<file path="config.mk">
export PLATFORM = sky130hd
export DESIGN_NAME = aes_serial_sequencer
export DESIGN_NICKNAME = d
export VERILOG_FILES = /design/src/rtl/aes_serial_sequencer.sv
export SDC_FILE = /design/constraint.sdc
export NUM_CORES = 1
export LEC_CHECK = 0
export CAP_MARGIN = 5
export CORE_MARGIN = 2
export CORE_UTILIZATION = 42
export CTS_CLUSTER_DIAMETER = 100
export CTS_CLUSTER_SIZE = 8
export DETAILED_ROUTE_END_ITERATION = 8
export GPL_ROUTABILITY_DRIVEN = 0
export GPL_TIMING_DRIVEN = 0
export PLACE_DENSITY = 0.76
export SYNTH_ARGS = -nofsm -noshare
export SYNTH_HDL_FRONTEND = slang
export SYNTH_SLANG_ARGS = --single-unit
</file>
<file path="constraint.sdc">
create_clock -name clk -period 5.3 [get_ports clk]
set_input_delay 1.59 -clock clk [delete_from_list [all_inputs] [get_ports clk]]
set_output_delay 1.59 -clock clk [all_outputs]
set_load 0.005 [all_outputs]
</file>
<file path="src/rtl/aes_serial_sequencer.sv">
`default_nettype none
// ============================================================================
// aes_serial_sequencer : one-at-a-time parallel front end for a serial encrypt
// core and a serial decrypt core (load frame, wait finished, read result).
// Revision : 1.0
// ============================================================================
module aes_serial_sequencer #(
   parameter int DATA_W  = 128,
   parameter int TIMEOUT = 64,
   parameter int CNT_W   = 9
) (
   input  logic              clk,
   input  logic              rst,
   input  logic              req_valid,
   output logic              req_ready,
   input  logic              req_mode,
   input  logic [DATA_W-1:0] req_data,
   input  logic [DATA_W-1:0] req_key,
   output logic              resp_valid,
   input  logic              resp_ready,
   output logic [DATA_W-1:0] resp_data,
   output logic              resp_mode,
   output logic              resp_err,
   output logic              enc_cs,
   output logic              enc_miso,
   input  logic              enc_mosi,
   input  logic              enc_finished,
   output logic              dec_cs,
   output logic              dec_miso,
   input  logic              dec_mosi,
   input  logic              dec_finished,
   output logic              busy
);

   localparam int               IDX_W          = $clog2(DATA_W);
   localparam logic [CNT_W-1:0] C_LOAD_LAST    = CNT_W'(2*DATA_W-1);
   localparam logic [CNT_W-1:0] C_READ_LAST    = CNT_W'(DATA_W-1);
   localparam logic [CNT_W-1:0] C_TIMEOUT_LAST = CNT_W'(TIMEOUT-1);

   typedef enum logic [2:0] {
      S_IDLE       = 3'd0,
      S_LOAD_SETUP = 3'd1,
      S_LOAD_SHIFT = 3'd2,
      S_COMPUTE    = 3'd3,
      S_READ_SETUP = 3'd4,
      S_READ_SHIFT = 3'd5,
      S_RESP       = 3'd6
   } state_t;

   state_t                state_q, state_d;
   logic [2*DATA_W-1:0]   sreg_q, sreg_d;
   logic [CNT_W-1:0]      cnt_q, cnt_d;
   logic [DATA_W-1:0]     result_q, result_d;
   logic                  mode_q, mode_d;
   logic                  err_q, err_d;
   logic                  w_sel_cs;
   logic                  w_sel_miso;
   logic                  w_fin;
   logic                  w_mosi;
   logic [IDX_W-1:0]      w_idx;

   // Only the selected core's handshake is observed; the other is ignored.
   assign w_fin  = mode_q ? dec_finished : enc_finished;
   assign w_mosi = mode_q ? dec_mosi     : enc_mosi;
   assign w_idx  = cnt_q[IDX_W-1:0];

   always_ff @(posedge clk) begin
      if (rst) begin
         state_q  <= S_IDLE;
         sreg_q   <= '0;
         cnt_q    <= '0;
         result_q <= '0;
         mode_q   <= 1'b0;
         err_q    <= 1'b0;
      end else begin
         state_q  <= state_d;
         sreg_q   <= sreg_d;
         cnt_q    <= cnt_d;
         result_q <= result_d;
         mode_q   <= mode_d;
         err_q    <= err_d;
      end
   end

   always_comb begin
      state_d    = state_q;
      sreg_d     = sreg_q;
      cnt_d      = cnt_q;
      result_d   = result_q;
      mode_d     = mode_q;
      err_d      = err_q;
      w_sel_cs   = 1'b0;
      w_sel_miso = 1'b0;
      case (state_q)
         S_IDLE: begin
            if (req_valid) begin
               sreg_d  = {req_key, req_data};
               mode_d  = req_mode;
               cnt_d   = '0;
               state_d = S_LOAD_SETUP;
            end
         end
         S_LOAD_SETUP: begin
            w_sel_cs = 1'b1;
            cnt_d    = '0;
            state_d  = S_LOAD_SHIFT;
         end
         S_LOAD_SHIFT: begin
            w_sel_cs   = 1'b1;
            w_sel_miso = sreg_q[0];
            sreg_d     = sreg_q >> 1;
            if (cnt_q == C_LOAD_LAST) begin
               cnt_d   = '0;
               state_d = S_COMPUTE;
            end else begin
               cnt_d = cnt_q + 1'b1;
            end
         end
         S_COMPUTE: begin
            // A finished flag on the final allowed cycle still wins over the abort.
            if (w_fin) begin
               cnt_d   = '0;
               state_d = S_READ_SETUP;
            end else if (cnt_q == C_TIMEOUT_LAST) begin
               result_d = '0;
               err_d    = 1'b1;
               cnt_d    = '0;
               state_d  = S_RESP;
            end else begin
               cnt_d = cnt_q + 1'b1;
            end
         end
         S_READ_SETUP: begin
            w_sel_cs = 1'b1;
            cnt_d    = '0;
            state_d  = S_READ_SHIFT;
         end
         S_READ_SHIFT: begin
            w_sel_cs        = 1'b1;
            result_d[w_idx] = w_mosi;
            if (cnt_q == C_READ_LAST) begin
               err_d   = 1'b0;
               cnt_d   = '0;
               state_d = S_RESP;
            end else begin
               cnt_d = cnt_q + 1'b1;
            end
         end
         S_RESP: begin
            if (resp_ready) begin
               state_d = S_IDLE;
            end
         end
         default: begin
            state_d = S_IDLE;
         end
      endcase
   end

   assign req_ready  = (state_q == S_IDLE);
   assign busy       = (state_q != S_IDLE);
   assign resp_valid = (state_q == S_RESP);
   assign resp_data  = result_q;
   assign resp_mode  = mode_q;
   assign resp_err   = err_q;
   assign enc_cs     = w_sel_cs   & ~mode_q;
   assign enc_miso   = w_sel_miso & ~mode_q;
   assign dec_cs     = w_sel_cs   &  mode_q;
   assign dec_miso   = w_sel_miso &  mode_q;

endmodule
`default_nettype wire
</file>
### After elaboration in Yosys (flattened, before gate mapping)

Cells that the tools add are included.

* output and inout bits: 137
* input bits: 265
* register bits: 398

* mux-type cells: 29
* magnitude comparators: 2
* eq/ne operators: 16
* $add $sub $neg: 1
* reduce and logical (&&, ||, !) cells: 14
* bitwise logic cells: 5

Operators with widths (number)
* 256-bit case mux with 2 select lines: 1
* 128-bit 2-to-1 mux: 2
* 256-bit 2-to-1 mux: 1
* 128-bit case mux with 2 select lines: 1
* 128-bit bitwise mux: 1
* 9-bit 2-to-1 mux: 5
* 9-bit case mux with 5 select lines: 1
* 3-bit case mux with 7 select lines: 1
* 3-bit 2-to-1 mux: 6
* 2-bit inequality test, second input constant: 5
* 9-bit by 1-bit adder with 9-bit output, second input constant: 1
* 3-bit equality test, second input constant: 3
* 9-bit by 6-bit equality test with 1-bit output, second input constant: 1
* 9-bit by 7-bit equality test with 1-bit output, second input constant: 1
* 9-bit by 8-bit equality test with 1-bit output, second input constant: 1
* 7-bit by 8-bit less-than comparator with 1-bit output, second input constant: 1
* 1-bit 2-to-1 mux: 8
* 1-bit demux with 7-bit select: 1
* 7-bit by 1-bit >= comparator with 1-bit output, second input constant: 1
* 3-bit by 2-bit equality test with 1-bit output, second input constant: 2
* 2-bit AND reduction: 3
* 5-bit AND reduction: 1
* 5-bit nonzero test: 1
* 1-bit AND: 4
* 13 further kinds: 14

### Logic depth before layout (Yosys ltp)

Gate-level depths: netlist of the first run.

* depth in word-level cells: 6
* mapped depth: 9
* mapped depth without buffers: 9

### Worst setup path before layout of the first run

OpenSTA, ideal clock, no wires.

* path type: flip-flop to output port
* start: register state_q[1]
* end: output dec_miso
* slack: 2.220 ns
* data required time: 3.710 ns
* buffers on the path: 3
* arrival time: 1.490 ns
* cell stages (with the launch flop): 6
* cells stage by stage: dfxtp_1 -> buf_2 -> nor3b_2 -> clkbuf_1 -> buf_2 -> and3_1

* word-level cells in the longest chain between the ends: 3

RTL lines
* start, declared: RTL line 50 `state_t state_q, state_d;`
* start signal, assigned: RTL line 76 `state_q <= state_d;`
* 3-bit by 2-bit equality test with 1-bit output: RTL line 94 `case (state_q)`
* 1-bit 2-to-1 mux: RTL line 94
* 1-bit AND: RTL line 169 `assign dec_miso = w_sel_miso & mode_q;`
* end, declared: RTL line 29 `output logic dec_miso,`

Every way passes these cells.

### Worst setup path after layout of the first run

Ends and elaborated chain as after synthesis.

==> results of run 1 <==
==> cells in the final DEF (no fill, tap or decap), drive strengths merged, types with 23 or more instances in the layout <==
| master | synthesis | layout |
|---|---|---|
| a21oi | 217 | 217 |
| a22oi | 214 | 214 |
| a32o | 90 | 90 |
| buf | 74 | 74 |
| clkbuf | 104 | 160 |
| clkdlybuf4s50 | 0 | 400 |
| dfxtp | 398 | 398 |
| nand2 | 344 | 344 |
| nor2 | 207 | 207 |
| nor3 | 23 | 23 |
| nor4 | 51 | 51 |
| o21ai | 28 | 28 |
==> worst paths after layout <==
check | start | to | slack, ps | depth (start not counted)
worst max-delay path | state_q[1]$_SDFFE_PP0P_ | dec_miso | 550 | 6
worst min-delay path | sreg_q[79]$_SDFFE_PP0P_ | sreg_q[79]$_SDFFE_PP0P_ | 450 | 2
worst max register to register | cnt_q[0]$_SDFFE_PP0P_ | resp_data[66]$_SDFFE_PP0P_ | 2700 | 6
worst min register to register | sreg_q[79]$_SDFFE_PP0P_ | sreg_q[79]$_SDFFE_PP0P_ | 450 | 2
==> worst max-delay path: stages (launching register included) <==
cell and delay [ps]:
dfxtp_1 370, buf_2 240, nor3b_2 420, clkbuf_1 460, buf_2 330, and3_1 190
clkdlybuf4s50_1 560
==> metal layers <==
| metal | global-route usage, % | wire length (µm) |
|---|---|---|
| met2 | 43.45 | 24990 |
| met4 | 9.942 | 1626 |
| met1 | 30.90 | 20750 |
| met3 | 6.915 | 4716 |
| met5 | 0 | 42 |
==> kinds of logic (layout without fill, tap and decap cells) <==
| kind of cell | Yosys count | count (layout) |
|---|---|---|
| compound gates | 592 | 592 |
| other cells | 0 | 6 |
| buf+inv | 184 | 643 |
| simple gates | 676 | 676 |
| mux | 4 | 4 |
| fa+ha+maj | 3 | 3 |
| flops | 398 | 398 |
==> sequential cells by signal, summed over array words and instances, names as in the netlist <==
signal / cells
resp_err: 1
state_q: 3
sreg_q: 256
resp_mode: 1
cnt_q: 9
resp_data: 128
==> power by group <==
group | switching [µW] | internal (µW) | total (µW)
Combinational | 575 | 440 | 1020
Clock | 1220 | 1820 | 3040
Sequential | 111 | 3210 | 3320
==> metrics by stage <==
| step | hold WS [ps] | instances | util, % | instance area [µm²] |
|---|---|---|---|---|
| detailed placement | 446.7 | 2768 | 54.69 | 20450 |
| finish | 454.5 | 2833 | 58.51 | 21880 |
| global placement | 441.8 | 2768 | 54.69 | 20450 |
| floorplan | 436.7 | 1857 | - | 15810 |
| global route | 469.0 | 2831 | 58.50 | 21880 |
| CTS | 453.0 | 2827 | 58.47 | 21870 |
==> area by class of cell <==
type / instances / area (µm²)
Tap cell: 511 / 639.4
Sequential cell: 398 / 7968
Fill cell: 3255 / 15520
Timing Repair Buffer: 400 / 4004
Antenna cell: 6 / 15.01
Buffer: 178 / 769.5
Clock buffer: 56 / 1390
Inverter: 6 / 22.52
Clock inverter: 3 / 26.28
Multi-Input combinational cell: 1275 / 7049
==> impl_results.md, run 1 <==
- Drt first-iter violations: 1184
- Worst-Skew Late Latency: 580 ps
- Startpoint types: flip-flop
- Setup ws final: 551.7 ps
- Skew final: 9.896 ps
- Chip Width: 198.0 µm
- HPWL Detailed: 38360 µm
- Crit path kind: flip-flop to primary output
- Setup Buffers After CTS: 0
- # DRC: 0
- Hold crit path type: flip-flop to flip-flop
- First-pass GRT wire length: 80340 µm
- Seq/Total Area, Yosys: 50.40%
- Synth area leader: dfxtp_1
- Max clock buf depth: 3
- Routed Antenna Nets: 0
- Area growth syn-to-layout: 38.43%
- CTS Root Cell: clkbuf_16
- Mux cell area share after synthesis: 0.2928%
- Ratio of cells with drive above 1 in the final layout: 6.477%
- Buffers on Ports: 400
- RSZ-0062 raised after global routing: no
- Routed len/inst: 18.40 µm
- Number of buffers created by CTS: 55
- Dominant synthesized flop cell: dfxtp_1
- Status: completed
- Area share of and/or/nand/nor cells after synthesis: 18.27%
- Worst Path Arrival: 3160 ps
- Slew HR: 26.88%
- Fin crit period: 4748 ps
- Leak pwr: 0.007716 µW
- Compound-gate portion of the synthesized area: 25.79%
- Final Hold Viols: 0
- Clock tree sinks: 398
- Cells after Synth: 1857
- Die area: 39210 µm²
- Post-synth top area share: 50.40%
- Drt pass-1 iters: 6
- Post-Syn Nets: 2125
- Number of synthesized register bits: 398
- Power Dens Cells: 337.2 nW/µm²
- Synth area leaders: dfxtp_1 50%, a22oi_1 10%, nand2_1 8.1%
- Largest net degree at the start of global routing: 15
- CTS H-tree depth: 2
- Most common cell in the netlist: dfxtp_1
- Maximum Capacitance Violations: 0
- Core area: 37400 µm²
- WP data required: 3710 ps
- CTS tree: done
- Final WL: 52130 µm
- Synth async-reset ratio: 0%
- CTS resizes: 0
- Final setup vio count: 0
- Max Freq: 210.6 MHz
- Critical path capture point type: primary output
- Rows: 71
- Via count: 16030
- Worst Tran Pin Value: 1097 ps
- Post-synthesis adder-cell area fraction: 0.2374%
- Initial antenna violation count: 9
- Hold Buf Count CTS: 0
- I/O pin cnt: 402
- Largest family of logic cells by synthesized area: compound AO/OA/AOI/OAI gates
- Worst slack, placed: 1150 ps
- Post-synth EDFFs: 0
- Initial core utilization: 42.27%
- GRT overflow: 0
- Synthesized area: 15810 µm²
- Vias in the first global route: 15300
- Total GRT Usage: 25.61%
- CTS clock-pin slew for the worst setup and hold paths: 50 ps
- Die H: 198.0 µm
- Vias per cell: 5.658
- VDD IR max: 0.0002618 V
- Pwr Total: 7378 µW
- Mapped Avg Cell Area: 8.513 µm²
- Xor/xnor share of the synthesized area: 0%
- Setup TNS: 0 ps
- Synth warn: 0
- Netlist cell types: 49
- Final worst-path cycle share: 89.59%
- Layout Nets: 2582
- CP max FO: 10
- Commonest cells post-synth: 398 x dfxtp_1, 343 x nand2_1, 217 x a21oi_1
- Slew Viols, Final: 0
No activity file was read; power rests on OpenSTA's default activity.
==> inputs of run 2 (changes only) <==
--- a/config.mk
+++ b/config.mk
@@ -13,7 +13,7 @@
 export DETAILED_ROUTE_END_ITERATION = 8
 export GPL_ROUTABILITY_DRIVEN = 0
 export GPL_TIMING_DRIVEN = 0
-export PLACE_DENSITY = 0.76
+export PLACE_DENSITY = 0.7
 export SYNTH_ARGS = -nofsm -noshare
 export SYNTH_HDL_FRONTEND = slang
 export SYNTH_SLANG_ARGS = --single-unit
==> run 2 against run 1 <==
Net effect:
- register-to-register slack worse by 20 ps
- critical path depth unchanged
- power is essentially flat
- setup slack improved by 90 ps
- via count fell by 1.3%
- sequential share of layout area about the same
- sequential cell count unchanged
- final cell count about the same
- worst hold slack got worse by 3.3 ps
- count of clock-buffer cells in the layout unchanged
- combinational power about the same
- highest routed layer unchanged
- routed wire length decreased by 0.72%
- critical endpoint unchanged
==> impl_results.md, run 2 (synthesized netlist as in run 1, its figures left out) <==
- WP data required: 3710 ps (about the same)
- Worst Path Arrival: 3070 ps (-90 ps)
- Drt pass-1 iters: 5 (-1)
- CTS clock-pin slew for the worst setup and hold paths: 50 ps (about the same)
- Total GRT Usage: 25.41% (-0.20 points)
- Initial antenna violation count: 15 (+6)
- # DRC: 0 (unchanged)
- RSZ-0062 raised after global routing: no
- Die area: 39210 µm² (unchanged)
- Pint: 5474 µW (about the same)
- CTS tree: done
- Routed Antenna Nets: 0 (unchanged)
- Placed Area: 20450 µm² (unchanged)
- Startpoint types: flip-flop
- Commonest cells after routing, fill and taps aside: 400 x clkdlybuf4s50_1, 398 x dfxtp_1, 343 x nand2_1, 217 x a21oi_1, 214 x a22oi_1
- Routed len/inst: 18.26 µm (-0.79%)
- Buffers on Ports: 400 (unchanged)
- Power Dens Cells: 337.2 nW/µm² (about the same)
- Setup Buffers After CTS: 0 (unchanged)
- Max clock buf depth: 3 (unchanged)
- Area growth syn-to-layout: 38.46% (about the same)
- Fin crit period: 4658 ps (-89.83 ps)
- Final worst-path cycle share: 87.90% (-1.7 points)
- Worst Tran Pin Value: 1069 ps (-27.56 ps)
- Net Sw Frac: 25.83% (about the same)
- Setup TNS: 0 ps (unchanged)
- Most common cell after layout, fill and taps aside: clkdlybuf4s50_1
- Leak pwr: 0.007716 µW (about the same)
- Vias in the first global route: 15280 (-0.085%)
- Hold crit path type: flip-flop to flip-flop
- Slew Viols, Final: 0 (unchanged)
- Power share of the clock group: 41.3% (about the same)
- Max Freq: 214.7 MHz (+1.9%)
- Core area: 37400 µm² (unchanged)
- Critical path capture point type: primary output
- CTS resizes: 0 (unchanged)
- CP max FO: 10 (unchanged)
- Largest register FFs: 256 (unchanged)
- CTS H-tree depth: 2 (unchanged)
- GRT overflow: 0 (unchanged)
- Crit path kind: flip-flop to primary output
- Clock tree sinks: 398 (unchanged)
- Skew final: 21.33 ps (+11.43 ps)
- Seq pwr share: 45.0% (about the same)
- Die H: 198.0 µm (unchanged)
- Slew HR: 28.72% (+1.8 points)
- Largest net degree at the start of global routing: 15 (unchanged)
- Final Hold Viols: 0 (unchanged)
- I/O pin cnt: 402 (unchanged)
- Initial core utilization: 42.27% (unchanged)
- Maximum Capacitance Violations: 0 (unchanged)
- Logic pwr share: 13.6% (-0.2 points)
- First-pass GRT wire length: 79010 µm (-1.6%)
- Via count: 15820 (-1.3%)
- Status: completed
- Chip Width: 198.0 µm (unchanged)
- Rows: 71 (unchanged)
- Hold Buf Count CTS: 0 (unchanged)
- Net Switching: 1907 µW (+0.11%)
- Fillers: 3331 (+2.3%)
- Worst-Skew Late Latency: 590 ps (about the same)
- Ratio of cells with drive above 1 in the final layout: 6.477% (unchanged)
- Final setup vio count: 0 (unchanged)
- Largest reg by FF count: sreg_q
- CTS Root Cell: clkbuf_16
- HPWL Detailed: 38400 µm (about the same)
- Layout Nets: 2582 (unchanged)
- Final WL: 51760 µm (-0.72%)
- Drt first-iter violations: 1007 (-15%)
- Number of buffers created by CTS: 55 (unchanged)
- Vias per cell: 5.581 (-1.4%)
- VDD IR max: 0.0002479 V (-5.3%)
- Final instance area: 21890 µm² (about the same)
## run 2: power by group through the flow
stage          clock, µW  combinational (µW)  sequential (µW)
2_1_floorplan          0                 608             3350
3_3_place_gp           0                 976             3370
3_5_place_dp           0                1000             3380
4_1_cts             3120                1010             3320
5_1_grt             3230                1120             3340
6_report            3050                1010             3320
## run 2: metal layers
layer / vias to the layer above / GRT usage, % / wire length (µm)
met1: 7490 / 30.21 / 21290
met2: 585 / 42.49 / 24260
met3: 136 / 6.881 / 4075
met4: 8 / 12.31 / 2074
li1: 7603 / - / -
met5: - / 0 / 58
## run 2: layout make-up
type / count / area, µm² / area share, %
diodes: 8 / 20.02 / 0.09146
repair buffers: 400 / 4004 / 18.29
clock buffers: 56 / 1390 / 6.351
inverters: 6 / 22.52 / 0.1029
clock inverters: 3 / 26.28 / 0.1200
plain buffers: 178 / 769.5 / 3.515
well taps: 511 / 639.4 / 2.921
multi-input cells: 1275 / 7049 / 32.21
flip-flops and latches: 398 / 7968 / 36.40
## run 2: critical path, stage by stage (launching register included)
cell             delay [ps]
dfxtp_1                 370
buf_2                   240
nor3b_2                 350
clkbuf_1                440
buf_2                   330
and3_1                  190
clkdlybuf4s50_1         570
## run 2: path summary, 6_finish.rpt
check / cells past startpoint / slack (ps) / end / startpoint
max: 6 / 640 / dec_miso / state_q[1]$_SDFFE_PP0P_
min: 2 / 450 / sreg_q[39]$_SDFFE_PP0P_ / sreg_q[39]$_SDFFE_PP0P_
max reg2reg: 6 / 2680 / resp_data[78]$_SDFFE_PP0P_ / cnt_q[0]$_SDFFE_PP0P_
min reg2reg: 2 / 450 / sreg_q[39]$_SDFFE_PP0P_ / sreg_q[39]$_SDFFE_PP0P_
## run 2: stage by stage
stage	hold slack, ps	cells	power, µW	util [%]	setup slack, ps
final	451.2	2835	7381	58.53	641.5
after global routing	470.4	2835	7695	58.53	367.4
after CTS	453.7	2827	7440	58.47	585.1
after detailed placement	447.1	2768	4377	54.69	1242
after global placement	441.5	2768	4341	54.69	1261
after floorplan	436.7	1857	3955	-	2220
==> inputs of run 3 (changes only) <==
--- a/config.mk
+++ b/config.mk
@@ -6,7 +6,7 @@
 export NUM_CORES = 1
 export LEC_CHECK = 0
 export CAP_MARGIN = 5
-export CORE_MARGIN = 2
+export CORE_MARGIN = 3
 export CORE_UTILIZATION = 42
 export CTS_CLUSTER_DIAMETER = 100
 export CTS_CLUSTER_SIZE = 8
@@ -14,6 +14,7 @@
 export GPL_ROUTABILITY_DRIVEN = 0
 export GPL_TIMING_DRIVEN = 0
 export PLACE_DENSITY = 0.7
+export SLEW_MARGIN = 20
 export SYNTH_ARGS = -nofsm -noshare
 export SYNTH_HDL_FRONTEND = slang
 export SYNTH_SLANG_ARGS = --single-unit
==> run 3 against run 2 <==
Net effect:
- power rose by 0.75%
- largest power group unchanged
- largest cell class unchanged
- global-route usage is 0.18 points lower
- via count about the same
- final cell count is 0.18% lower
- highest routed layer unchanged
==> impl_results.md, run 3 (synthesized netlist as in run 1, its figures left out) <==
- Status: completed
- CP max FO: 10 (unchanged)
- Sequential Area: 7968 µm² (unchanged)
- Total GRT Usage: 25.23% (-0.18 points)
- Commonest cells after routing, fill and taps aside: 400 x clkdlybuf4s50_1, 398 x dfxtp_1, 343 x nand2_1, 217 x a21oi_1, 214 x a22oi_1
- VDD IR max: 0.0002545 V (+2.6%)
- Final worst-path cycle share: 89.80% (+1.9 points)
- Hold crit path type: flip-flop to flip-flop
- Hold wc startpoint: sreg_q[94]$_SDFFE_PP0P_
- Worst-Skew Late Latency: 580 ps (about the same)
- Final WL: 53130 µm (+2.7%)
- First-pass GRT wire length: 80680 µm (+2.1%)
- Largest net degree at the start of global routing: 14 (-1)
- Setup TNS: 0 ps (unchanged)
- Area growth syn-to-layout: 38.60%
- RSZ-0062 raised after global routing: no
- Drt pass-1 iters: 5 (unchanged)
- Die H: 200.0 µm (+1.0%)
- Worst Tran Pin Value: 1018 ps (-50.98 ps)
- Drt first-iter violations: 1140 (+13%)
- Fin cells: 2830 (-0.18%)
- Pwr Total: 7436 µW (+0.75%)
- Worst slack, placed: 1149 ps (-93.07 ps)
- Slew HR: 32.12% (+3.4 points)
- Multi-input logic area: 7049 µm² (unchanged)
- Logic pwr share: 13.5% (about the same)
- CTS Root Cell: clkbuf_16
- Slew Viols, Final: 0 (unchanged)
- Critical path capture point type: primary output
- WP data required: 3710 ps (about the same)
- Max clock buf depth: 3 (unchanged)
- Worst Path Arrival: 3170 ps (+100 ps)
- Placed insts: 2761 (-0.25%)
- Routed len/inst: 18.77 µm (+2.8%)
- Crit path kind: flip-flop to primary output
- Leak pwr: 0.007727 µW (+0.14%)
- Pint: 5525 µW (+0.93%)
- Net Sw Frac: 25.69% (-0.14 points)
- Power Dens Cells: 339.4 nW/µm² (+0.64%)
- Ratio of cells with drive above 1 in the final layout: 6.436% (-0.040 points)
- Net Switching: 1911 µW (+0.21%)
- Chip Width: 200.0 µm (+1.0%)
- CTS tree: done
- Initial antenna violation count: 9 (-6)
- Setup Buffers After CTS: 0 (unchanged)
- Largest reg by FF count: sreg_q
- Layout Nets: 2582 (unchanged)
- Skew final: 15.02 ps (-6.313 ps)
- # DRC: 0 (unchanged)
- Seq pwr share: 44.7% (-0.3 points)
- Clock tree sinks: 398 (unchanged)
- Reg-to-Reg End: resp_data[94]$_SDFFE_PP0P_
- Final hold slack: 453.7 ps (+2.529 ps)
- R2R cell count: 6 (unchanged)
- CTS resizes: 0 (unchanged)
- CP endpoint: dec_miso
- Power share of the clock group: 41.8% (+0.5 points)
- Max Freq: 210.1 MHz (-2.1%)
- Final setup vio count: 0 (unchanged)
- Initial core utilization: 42.87% (+0.60 points)
- HPWL Detailed: 39290 µm (+2.3%)
- Core area: 36870 µm² (-1.4%)
- Rows: 70 (-1.4%)
- Number of buffers created by CTS: 55 (unchanged)
- Routed Antenna Nets: 0 (unchanged)
- CTS clock-pin slew for the worst setup and hold paths: 50 ps (about the same)
- Vias per cell: 5.595 (+0.25%)
- Startpoint types: flip-flop
- Buffers on Ports: 400 (unchanged)
- Die area: 40000 µm² (+2.0%)
- Fin crit period: 4759 ps (+100.9 ps)
- Fillers: 3271 (-1.8%)
- Most common cell after layout, fill and taps aside: clkdlybuf4s50_1
- Largest register FFs: 256 (unchanged)
- Maximum Capacitance Violations: 0 (unchanged)
- Via count: 15830 (+0.076%)
- GRT overflow: 0 (unchanged)
- CTS H-tree depth: 2 (unchanged)
- Worst r2r src: cnt_q[0]$_SDFFE_PP0P_
- Crit. Startpoint: state_q[1]$_SDFFE_PP0P_
- Setup ws final: 540.7 ps (-100.9 ps)
- I/O pin cnt: 402 (unchanged)
- Final Hold Viols: 0 (unchanged)
- Worst R2R Setup Slack: 2750 ps (+70 ps)
- Vias in the first global route: 15400 (+0.79%)
- Hold Buf Count CTS: 0 (unchanged)
-- run 3: cell count changes in the layout (fill, tap and decap cells not counted), sizes merged --
cell	delta
clkbuf	+2
diode	+3
inv	-3
-- run 3: worst min path at each step --
stage,to,depth (start not counted)
floorplan,sreg_q[230]$_SDFFE_PP0P_,2
global placement,sreg_q[236]$_SDFFE_PP0P_,2
detailed placement,sreg_q[137]$_SDFFE_PP0P_,2
CTS,sreg_q[148]$_SDFFE_PP0P_,2
global route,sreg_q[121]$_SDFFE_PP0P_,2
finish,sreg_q[94]$_SDFFE_PP0P_,2
-- run 3: stage by stage --
stage          util [%]  cell area (µm²)
2_1_floorplan         -            15810
3_3_place_gp      55.44            20440
3_5_place_dp      55.44            20440
4_1_cts           59.35            21880
5_1_grt           59.40            21900
6_report          59.42            21910
-- run 3: power by group through the flow --
| stage | sequential (µW) | combinational (µW) | clock, µW |
|---|---|---|---|
| floorplan | 3350 | 608 | 0 |
| detailed placement | 3370 | 1000 | 0 |
| finish | 3320 | 1010 | 3110 |
| global placement | 3370 | 977 | 0 |
| global route | 3340 | 1120 | 3280 |
| CTS | 3320 | 1010 | 3170 |
-- run 3: final cells by class --
type | instances | area share (%)
clock buffer | 58 | 6.573
inverter | 6 | 0.1028
multi-input combinational | 1275 | 32.17
tap | 504 | 2.878
timing repair buffer | 400 | 18.27
sequential | 398 | 36.36
buffer | 178 | 3.512
antenna | 11 | 0.1256
-- run 3: metal layers --
| metal | track usage, % | vias to the layer above | part of all wire (%) |
|---|---|---|---|
| li1 | - | 7599 | - |
| met1 | 30.36 | 7441 | 39 |
| met2 | 41.54 | 645 | 47 |
| met3 | 7.469 | 145 | 9.3 |
| met4 | 12.15 | 4 | 4.3 |
| met5 | 0 | - | 0.058 |
-- run 3: critical path, cell delays in order (launching register included) --
cell             delay (ps)
dfxtp_1                 370
buf_2                   240
nor3b_2                 390
clkbuf_1                480
buf_2                   340
and3_1                  190
clkdlybuf4s50_1         580
